**src/rtl/i2c_target_pkg.sv**
```systemverilog
// Shared types and bus-level constants for the I2C target register file.
package i2c_target_pkg;

    typedef enum logic [3:0] {
        ST_IDLE,
        ST_DEV_ADDR,
        ST_DEV_ACK,
        ST_REG_ADDR,
        ST_REG_ACK,
        ST_WR_DATA,
        ST_WR_ACK,
        ST_RD_DATA,
        ST_RD_ACK
    } state_t;

    localparam logic I2C_ACK  = 1'b0;
    localparam logic I2C_NACK = 1'b1;
    localparam logic RW_WRITE = 1'b0;
    localparam logic RW_READ  = 1'b1;

endpackage

```
**src/rtl/i2c_line_sync.sv**
```systemverilog
// Double-flop synchronizer for SCL/SDA plus edge, START and STOP detection.
module i2c_line_sync (
    input  logic clk,
    input  logic rst_n,
    input  logic scl_i,
    input  logic sda_i,
    output logic sda_o,
    output logic scl_rise_o,
    output logic scl_fall_o,
    output logic start_o,
    output logic stop_o
);

    // [1:0] form the synchronizer, [2] is the previous synchronized value.
    logic [2:0] scl_q;
    logic [2:0] sda_q;

    // NOTE: sequential state uses non-blocking assignments so every flop samples pre-edge values.
    always_ff @(posedge clk or negedge rst_n) begin
        if (!rst_n) begin
            scl_q <= 3'b111;
            sda_q <= 3'b111;
        end else begin
            scl_q <= {scl_q[1:0], scl_i};
            sda_q <= {sda_q[1:0], sda_i};
        end
    end

    assign sda_o      = sda_q[1];
    assign scl_rise_o = scl_q[1] & ~scl_q[2];
    assign scl_fall_o = ~scl_q[1] & scl_q[2];
    assign start_o    = scl_q[1] & scl_q[2] & sda_q[2] & ~sda_q[1];
    assign stop_o     = scl_q[1] & scl_q[2] & ~sda_q[2] & sda_q[1];

endmodule

```
**src/rtl/i2c_target_regfile.sv**
```systemverilog
// I2C target exposing P_MEM_DEPTH byte registers with auto-incrementing pointer;
// the local side reads the array combinationally and sees a pulse per bus write.
module i2c_target_regfile
    import i2c_target_pkg::*;
#(
    parameter logic [6:0] P_DEV_ADDR  = 7'b1000001,
    parameter int         P_MEM_DEPTH = 16
) (
    input  logic                           aclk,
    input  logic                           aresetn,
    input  logic                           SCL_I,
    output logic                           SCL_O,
    output logic                           SCL_T,
    input  logic                           SDA_I,
    output logic                           SDA_O,
    output logic                           SDA_T,
    input  logic [$clog2(P_MEM_DEPTH)-1:0] usr_addr,
    output logic [7:0]                     usr_rdata,
    output logic                           usr_wr_pulse
);

    localparam int             AW      = $clog2(P_MEM_DEPTH);
    localparam logic [AW-1:0]  PTR_ONE = 1;

    logic          sda_s;
    logic          scl_rise;
    logic          scl_fall;
    logic          start_det;
    logic          stop_det;

    state_t        state_q;
    logic [AW-1:0] ptr_q;
    logic [7:0]    shift_q;
    logic [2:0]    bit_cnt_q;
    logic          sda_t_q;
    logic          wr_pulse_q;
    logic [7:0]    mem_q [P_MEM_DEPTH];
    logic [7:0]    byte_in;

    i2c_line_sync u_line_sync (
        .clk        (aclk),
        .rst_n      (aresetn),
        .scl_i      (SCL_I),
        .sda_i      (SDA_I),
        .sda_o      (sda_s),
        .scl_rise_o (scl_rise),
        .scl_fall_o (scl_fall),
        .start_o    (start_det),
        .stop_o     (stop_det)
    );

    // Byte as it stands once the bit arriving on this SCL rise is included.
    assign byte_in = {shift_q[6:0], sda_s};

    // Bits are captured on SCL rise; SDA only ever changes on the following SCL fall.
    // NOTE: the register array is reset explicitly because its power-up contents are architecturally visible.
    always_ff @(posedge aclk or negedge aresetn) begin
        if (!aresetn) begin
            state_q    <= ST_IDLE;
            ptr_q      <= '0;
            shift_q    <= '0;
            bit_cnt_q  <= '0;
            sda_t_q    <= 1'b1;
            wr_pulse_q <= 1'b0;
            for (int i = 0; i < P_MEM_DEPTH; i++) mem_q[i] <= 8'h00;
        end else begin
            wr_pulse_q <= 1'b0;
            if (start_det) begin
                state_q   <= ST_DEV_ADDR;
                bit_cnt_q <= '0;
                sda_t_q   <= 1'b1;
            end else if (stop_det) begin
                state_q <= ST_IDLE;
                sda_t_q <= 1'b1;
            end else if (scl_rise) begin
                case (state_q)
                    ST_DEV_ADDR: begin
                        shift_q   <= byte_in;
                        bit_cnt_q <= bit_cnt_q + 3'd1;
                        if (bit_cnt_q == 3'd7)
                            state_q <= (byte_in[7:1] == P_DEV_ADDR) ? ST_DEV_ACK : ST_IDLE;
                    end
                    ST_REG_ADDR: begin
                        shift_q   <= byte_in;
                        bit_cnt_q <= bit_cnt_q + 3'd1;
                        if (bit_cnt_q == 3'd7) begin
                            ptr_q   <= byte_in[AW-1:0];
                            state_q <= ST_REG_ACK;
                        end
                    end
                    ST_WR_DATA: begin
                        shift_q   <= byte_in;
                        bit_cnt_q <= bit_cnt_q + 3'd1;
                        if (bit_cnt_q == 3'd7) begin
                            mem_q[ptr_q] <= byte_in;
                            ptr_q        <= ptr_q + PTR_ONE;
                            wr_pulse_q   <= 1'b1;
                            state_q      <= ST_WR_ACK;
                        end
                    end
                    ST_DEV_ACK: begin
                        bit_cnt_q <= '0;
                        if (shift_q[0] == RW_READ) begin
                            shift_q <= mem_q[ptr_q];
                            ptr_q   <= ptr_q + PTR_ONE;
                            state_q <= ST_RD_DATA;
                        end else begin
                            state_q <= ST_REG_ADDR;
                        end
                    end
                    ST_REG_ACK, ST_WR_ACK: begin
                        bit_cnt_q <= '0;
                        state_q   <= ST_WR_DATA;
                    end
                    ST_RD_DATA: begin
                        shift_q   <= {shift_q[6:0], 1'b0};
                        bit_cnt_q <= bit_cnt_q + 3'd1;
                        if (bit_cnt_q == 3'd7) state_q <= ST_RD_ACK;
                    end
                    ST_RD_ACK: begin
                        bit_cnt_q <= '0;
                        if (sda_s == I2C_ACK) begin
                            shift_q <= mem_q[ptr_q];
                            ptr_q   <= ptr_q + PTR_ONE;
                            state_q <= ST_RD_DATA;
                        end else begin
                            state_q <= ST_IDLE;
                        end
                    end
                    default: ;
                endcase
            end else if (scl_fall) begin
                case (state_q)
                    ST_DEV_ACK, ST_REG_ACK, ST_WR_ACK: sda_t_q <= I2C_ACK;
                    ST_RD_DATA:                        sda_t_q <= shift_q[7];
                    default:                           sda_t_q <= 1'b1;
                endcase
            end
        end
    end

    assign SCL_O        = 1'b0;
    assign SCL_T        = 1'b1;
    assign SDA_O        = 1'b0;
    assign SDA_T        = sda_t_q;
    assign usr_rdata    = mem_q[usr_addr];
    assign usr_wr_pulse = wr_pulse_q;

endmodule

```
**config.mk**
```make
export PLATFORM = sky130hd
export DESIGN_NAME = i2c_target_regfile
export DESIGN_NICKNAME = d
export VERILOG_FILES = /design/src/rtl/i2c_target_pkg.sv /design/src/rtl/i2c_line_sync.sv /design/src/rtl/i2c_target_regfile.sv
export SDC_FILE = /design/constraint.sdc
export NUM_CORES = 1
export LEC_CHECK = 0
export BUFFER_PORTS_ARGS = -buffer_cell sky130_fd_sc_hd__clkbuf_2
export CAP_MARGIN = 20
export CORE_MARGIN = 5
export CORE_UTILIZATION = 63
export CTS_BUF_LIST = sky130_fd_sc_hd__clkbuf_4 sky130_fd_sc_hd__clkbuf_8 sky130_fd_sc_hd__clkbuf_16
export DETAILED_ROUTE_END_ITERATION = 6
export GPL_TIMING_DRIVEN = 0
export PLACE_DENSITY = 0.8
export SKIP_LAST_GASP = 1
export SLEW_MARGIN = 20
export SYNTH_ARGS = -nofsm -noshare
export SYNTH_HDL_FRONTEND = slang
export SYNTH_SLANG_ARGS = --single-unit
```
**constraint.sdc**
```tcl
create_clock -name aclk -period 3.45 [get_ports aclk]
set_clock_uncertainty 0.15 [all_clocks]
set_input_delay 0.69 -clock aclk [delete_from_list [all_inputs] [get_ports aclk]]
set_output_delay 0.69 -clock aclk [all_outputs]
set_load 0.02 [all_outputs]
```
* After elaboration in Yosys (flattened, before gate mapping)
Cells that the tools add are included.
Widths: inputs -> output; s select.
** Cells by class
- Equal/unequal tests :: 20
- Muxes and demuxes :: 42
- $add $sub $neg :: 2
- Order comparisons :: 3
- Reductions and logical operators :: 20
- Bitwise gates (word level) :: 15
** Operators by type and width (number)
- $bwmux 128 :: 1
- $bmux 8 s4 :: 2
- $mux 8 :: 7
- $mux 4 :: 11
- $demux 8 s4 :: 1
- $pmux 8 s4 :: 1
- $pmux 4 s7 :: 1
- $eq 4x3->1 const B :: 4
- $ne 4x4->1 const B :: 4
- $pmux 4 s4 :: 1
- $mux 3 :: 5
- $reduce_and 6->1 :: 2
- $ge 5x5->1 const B :: 2
- $ne 2x2->1 const B :: 5
- $not 4->5 :: 2
- $reduce_and 5->1 :: 2
- $mux 1 :: 9
- $reduce_bool 3->1 :: 3
- $reduce_bool 9->1 :: 1
- $eq 4x2->1 const B :: 2
- $reduce_and 8->1 :: 1
- $reduce_bool 4->1 :: 2
- $reduce_or 4->1 :: 2
- $and 1x1->1 :: 7
- 18 further kinds :: 24
** Word-level totals
- Output and inout bits :: 13
- Input port bits :: 8
- Word-level logic and storage cells :: 127
- Flip-flop bits (word level) :: 155

* Depth between registers and ports, before layout
- Word-level depth :: 7
- Depth in mapped cells :: 7

* Hierarchy
Synthesis repeated with hierarchy kept, for this count alone.
** Second synthesis, totals
- Cell total of the unflattened synthesis :: 601
- Area total of the unflattened synthesis :: 8461.9 sq um
** By module, submodules not included
- i2c_target_regfile :: area an instance 8271.7 sq um, cells an instance 591, times used 1
- i2c_line_sync :: area an instance 190.2 sq um, cells an instance 10, times used 1

* Least setup slack after synthesis
Ideal clock, no wire load.
- Kind :: input to output
- Start point :: in usr_addr[0]
- End point :: out usr_rdata[2]
- Path buffers :: 2
- Stages on the path :: 4
- Required time :: 2610 ps
- Setup slack :: 337 ps
- Data arrival time :: 2273 ps
- Cells stage by stage :: clkbuf_1 buf_2 mux4_2 mux4_2
** On the way
- Word-level cells in the longest chain between the ends :: 4
** Ends and longest elaborated chain
- start, declared :: RTL line i2c_target_regfile.sv:17 : input logic [$clog2(P_MEM_DEPTH)-1:0] usr_addr,
- $not 4->5 (not written as such) :: RTL line i2c_target_regfile.sv:146 : assign usr_rdata = mem_q[usr_addr];
- $bmux 8 s4 :: RTL line i2c_target_regfile.sv:146
- $mux 8 (not written as such) (2 in a row) :: RTL line i2c_target_regfile.sv:146
- end, declared :: RTL line i2c_target_regfile.sv:18 : output logic [7:0] usr_rdata,
No other way between the ends. The select of a mux whose other input is x is not followed.

* Worst setup path in the final report
- Start point :: in usr_addr[1]
- End point :: out usr_rdata[2]
The elaborated chain is that of the path after synthesis.

==> metrics <==
num rows 43; I/O Buffers 14; drt pass-1 iters 6; Mapped Avg Cell Area 13.9 µm²; max-slew violations 0; Max-Cap Viols 0; chip height 129 µm; vias in the first global route 6332; Post-Route Utilization 71.3%; post-synthesis instance total 641; Critical Path Slowest Stage Cell clkbuf_1; RD Place Congestion 0.957; area of the die 0.0166 mm²; clk slew on worst S/H paths 0.05 ns; routed len/inst 26.7 µm; Startpoint Class input pin; WL final 23.2 mm; arrival time worst endpoint 2.59 ns; status finished, final reports clean; mapped cell area 0.00892 mm²; final setup vio count 0; Setup Fix Bufs, Post-CTS 0; min Tclk post-route 3.43 ns; share of cells above drive strength 1 41.1%; unrepaired setup endpoints after global routing no; largest net degree at the start of global routing 84; Worst Path Buf+Inv 3; maximum clock path buffer count 2; EDFF count, synth 0; cts bufs inserted 17; P_int 0.00324 W; Seq/Total Area, Yosys 43.6%; GRT Util Overall 29.6%; critical path depth in cells 5; HP Class in -> async; synthesis-stage register bit count 155; share of power burned in registers 43.1%; Synth Warn # 0; first-pass GRT wire length 36.7 mm; TritonCTS clock tree yes; P&R area growth vs syn 10.9%; Iteration-0 DRC Markers 602; cell count of the worst reg-to-reg path 7; CP endpoint kind output port; CTS H-tree lvls 4; global route total overflow 0; most frequent cells in the layout dfrtp_1, mux2_4, mux2_2, mux2i_1, mux4_2; worst-margin pin slew 0.804 ns; Post-synth top flop dfrtp_1; Die X-Extent 129 µm; Root Buffer clkbuf_16; core area 0.0139 mm²; Async SR Flop Fraction 100%; worst setup path class in -> out; VDD IR max 0.000388 V; Cell Chain, Critical Path clkbuf_2 > clkbuf_1 > mux4_2 > mux4_2 > clkbuf_2; Synth top area share 41.5%; P per Cell Area 448 mW/mm²; CP delay by family, top buffers and inverters; commonest non-fill, non-tap cell in the layout dfrtp_1; DPL Wire Length 15.6 mm; routed vias/inst 6.89; Boundary Pins 21; Crit path required time 2.61 ns; Switching Share 26.9%; Leak 4.55 nW; worst relative slew slack 46.4%; cts hold-fix bufs 0; Initial Utilization 64.2%; Worst path max stage delay 0.59 ns; Diodes inserted 0; Period Utilization, post-route 99.3%; main area contributors after synthesis dfrtp_1, mux2_4, mux4_2, mux2_2, mux2i_1; P_sw 0.00119 W; Worst Path Max Fanout 10; Yosys top cell by area dfrtp_1; Distinct cells, synth 60; Clock Latency Late Sink 0.43 ns; worst hold margin 0.116 ns; fmax 0.292 GHz; Final Hold Viols 0; via count 5991; Routed Antenna Nets 0; Clock power frac 44.5%; Combinational Power Share 12.4%; initial antenna violation count 0; clock sinks 155; DRC Markers 0; nets 690
==> layer usage <==
layer  wire (µm)  part of all wire (%)  GRT usage [%]  vias up
met5           0                     0              0        -
met1        9290                    40           38.9     3129
li1            -                     -              -     2517
met4         994                   4.3           13.4        0
met3        1470                   6.3           6.60       74
met2       11500                    49           47.5      271
==> Yosys cell counts (2+ instances only) <==
cell type	count
nand2b_1	7
a41oi_1	2
and2_1	2
nor4_1	2
nand4_2	4
a21oi_1	10
a22o_1	2
buf_1	7
inv_1	5
clkbuf_1	27
nand3_1	8
a31oi_1	8
a311oi_1	4
nor3_1	3
xor2_1	3
nand3b_1	2
nor2_1	28
a22oi_1	24
o21a_1	2
dfstp_2	7
nand3_4	9
dfrtp_1	148
nand3_2	3
ha_1	6
buf_4	6
o21ai_0	8
a32oi_1	7
buf_12	2
nand2_1	15
buf_2	15
o22ai_1	2
and3_1	2
mux2_2	61
nor2b_1	7
mux2i_1	50
mux4_2	47
mux2_4	72
conb_1	2
==> power groups by stage <==
stage	Combinational, W	Sequential (W)	Clock, W
global placement	0.000503	0.00194	0
CTS	0.000544	0.00191	0.00198
floorplan	0.000334	0.00193	0
finish	0.000549	0.00191	0.00198
detailed placement	0.000537	0.00194	0
global route	0.000597	0.00191	0.00206
==> per-stage QoR <==
step / setup WS (ns) / TNS, ns / total power, W / instance area, µm² / cells
floorplan: 0.337 / 0 / 0.00226 / 8920 / 642
global placement: -0.961 / -142.51 / 0.00244 / 9220 / 836
detailed placement: -0.201 / -1.39 / 0.00248 / 9250 / 837
CTS: 0.0304 / 0 / 0.00443 / 9890 / 869
global route: 0.00210 / 0 / 0.00457 / 9890 / 869
finish: 0.0227 / 0 / 0.00443 / 9890 / 869
==> worst paths after layout <==
check,startpoint,endpoint,slack [ns]
setup / recovery,usr_addr[1],usr_rdata[2],0.02
hold / removal,aresetn,mem_q[117],0.12
setup reg to reg,ptr_q[0],mem_q[8],0.57
hold reg to reg,u_line_sync.sda_q[0],u_line_sync.sda_q[1],0.21
max in group asynchronous,aresetn,u_line_sync.scl_q[0],2.17
min in group aclk,SDA_I,u_line_sync.sda_q[0],0.18
==> worst register-to-register path: stages, from the launching register on <==
cell	delay, ns
dfrtp_1	0.39
buf_2	0.28
buf_2	0.35
buf_2	0.38
inv_1	0.13
ha_1	0.34
nand4_2	0.35
mux2_2	0.39
==> kinds of logic after synthesis <==
group / count (synthesis) / share of synthesized area (%)
XOR/XNOR: 4 / 0.393
flip-flops: 155 / 43.6
AND/OR/NAND/NOR: 100 / 7.72
adder cells (fa/ha/maj): 6 / 0.842
buffers and inverters: 63 / 3.56
other: 2 / 0.0842
AO/OA/AOI/OAI: 81 / 6.50
multiplexers: 230 / 37.3
==> registers in the layout (all words and copies together) (netlist names) <==
register / flops
bit_cnt_q: 3
SDA_T: 1
usr_wr_pulse: 1
u_line_sync.sda_q: 3
mem_q: 128
ptr_q: 4
state_q: 4
u_line_sync.scl_q: 3
shift_q: 8
==> cell type report <==
type	instances	area (µm²)
tap	180	225
clock buffer	22	488
inverter	5	18.8
sequential	155	3890
clock inverter	10	139
buffer	58	310
multi-input combinational	424	4720
timing repair buffer	15	106
fill	904	3990
==> what timing repair did <==
| action | in CTS | in global routing |
|---|---|---|
| gates resized for setup | 5 | 2 |
| cloned | 0 | 0 |
| endpoints found under the setup margin | 8 | 1 |
No activity file was read; power rests on OpenSTA's default activity.
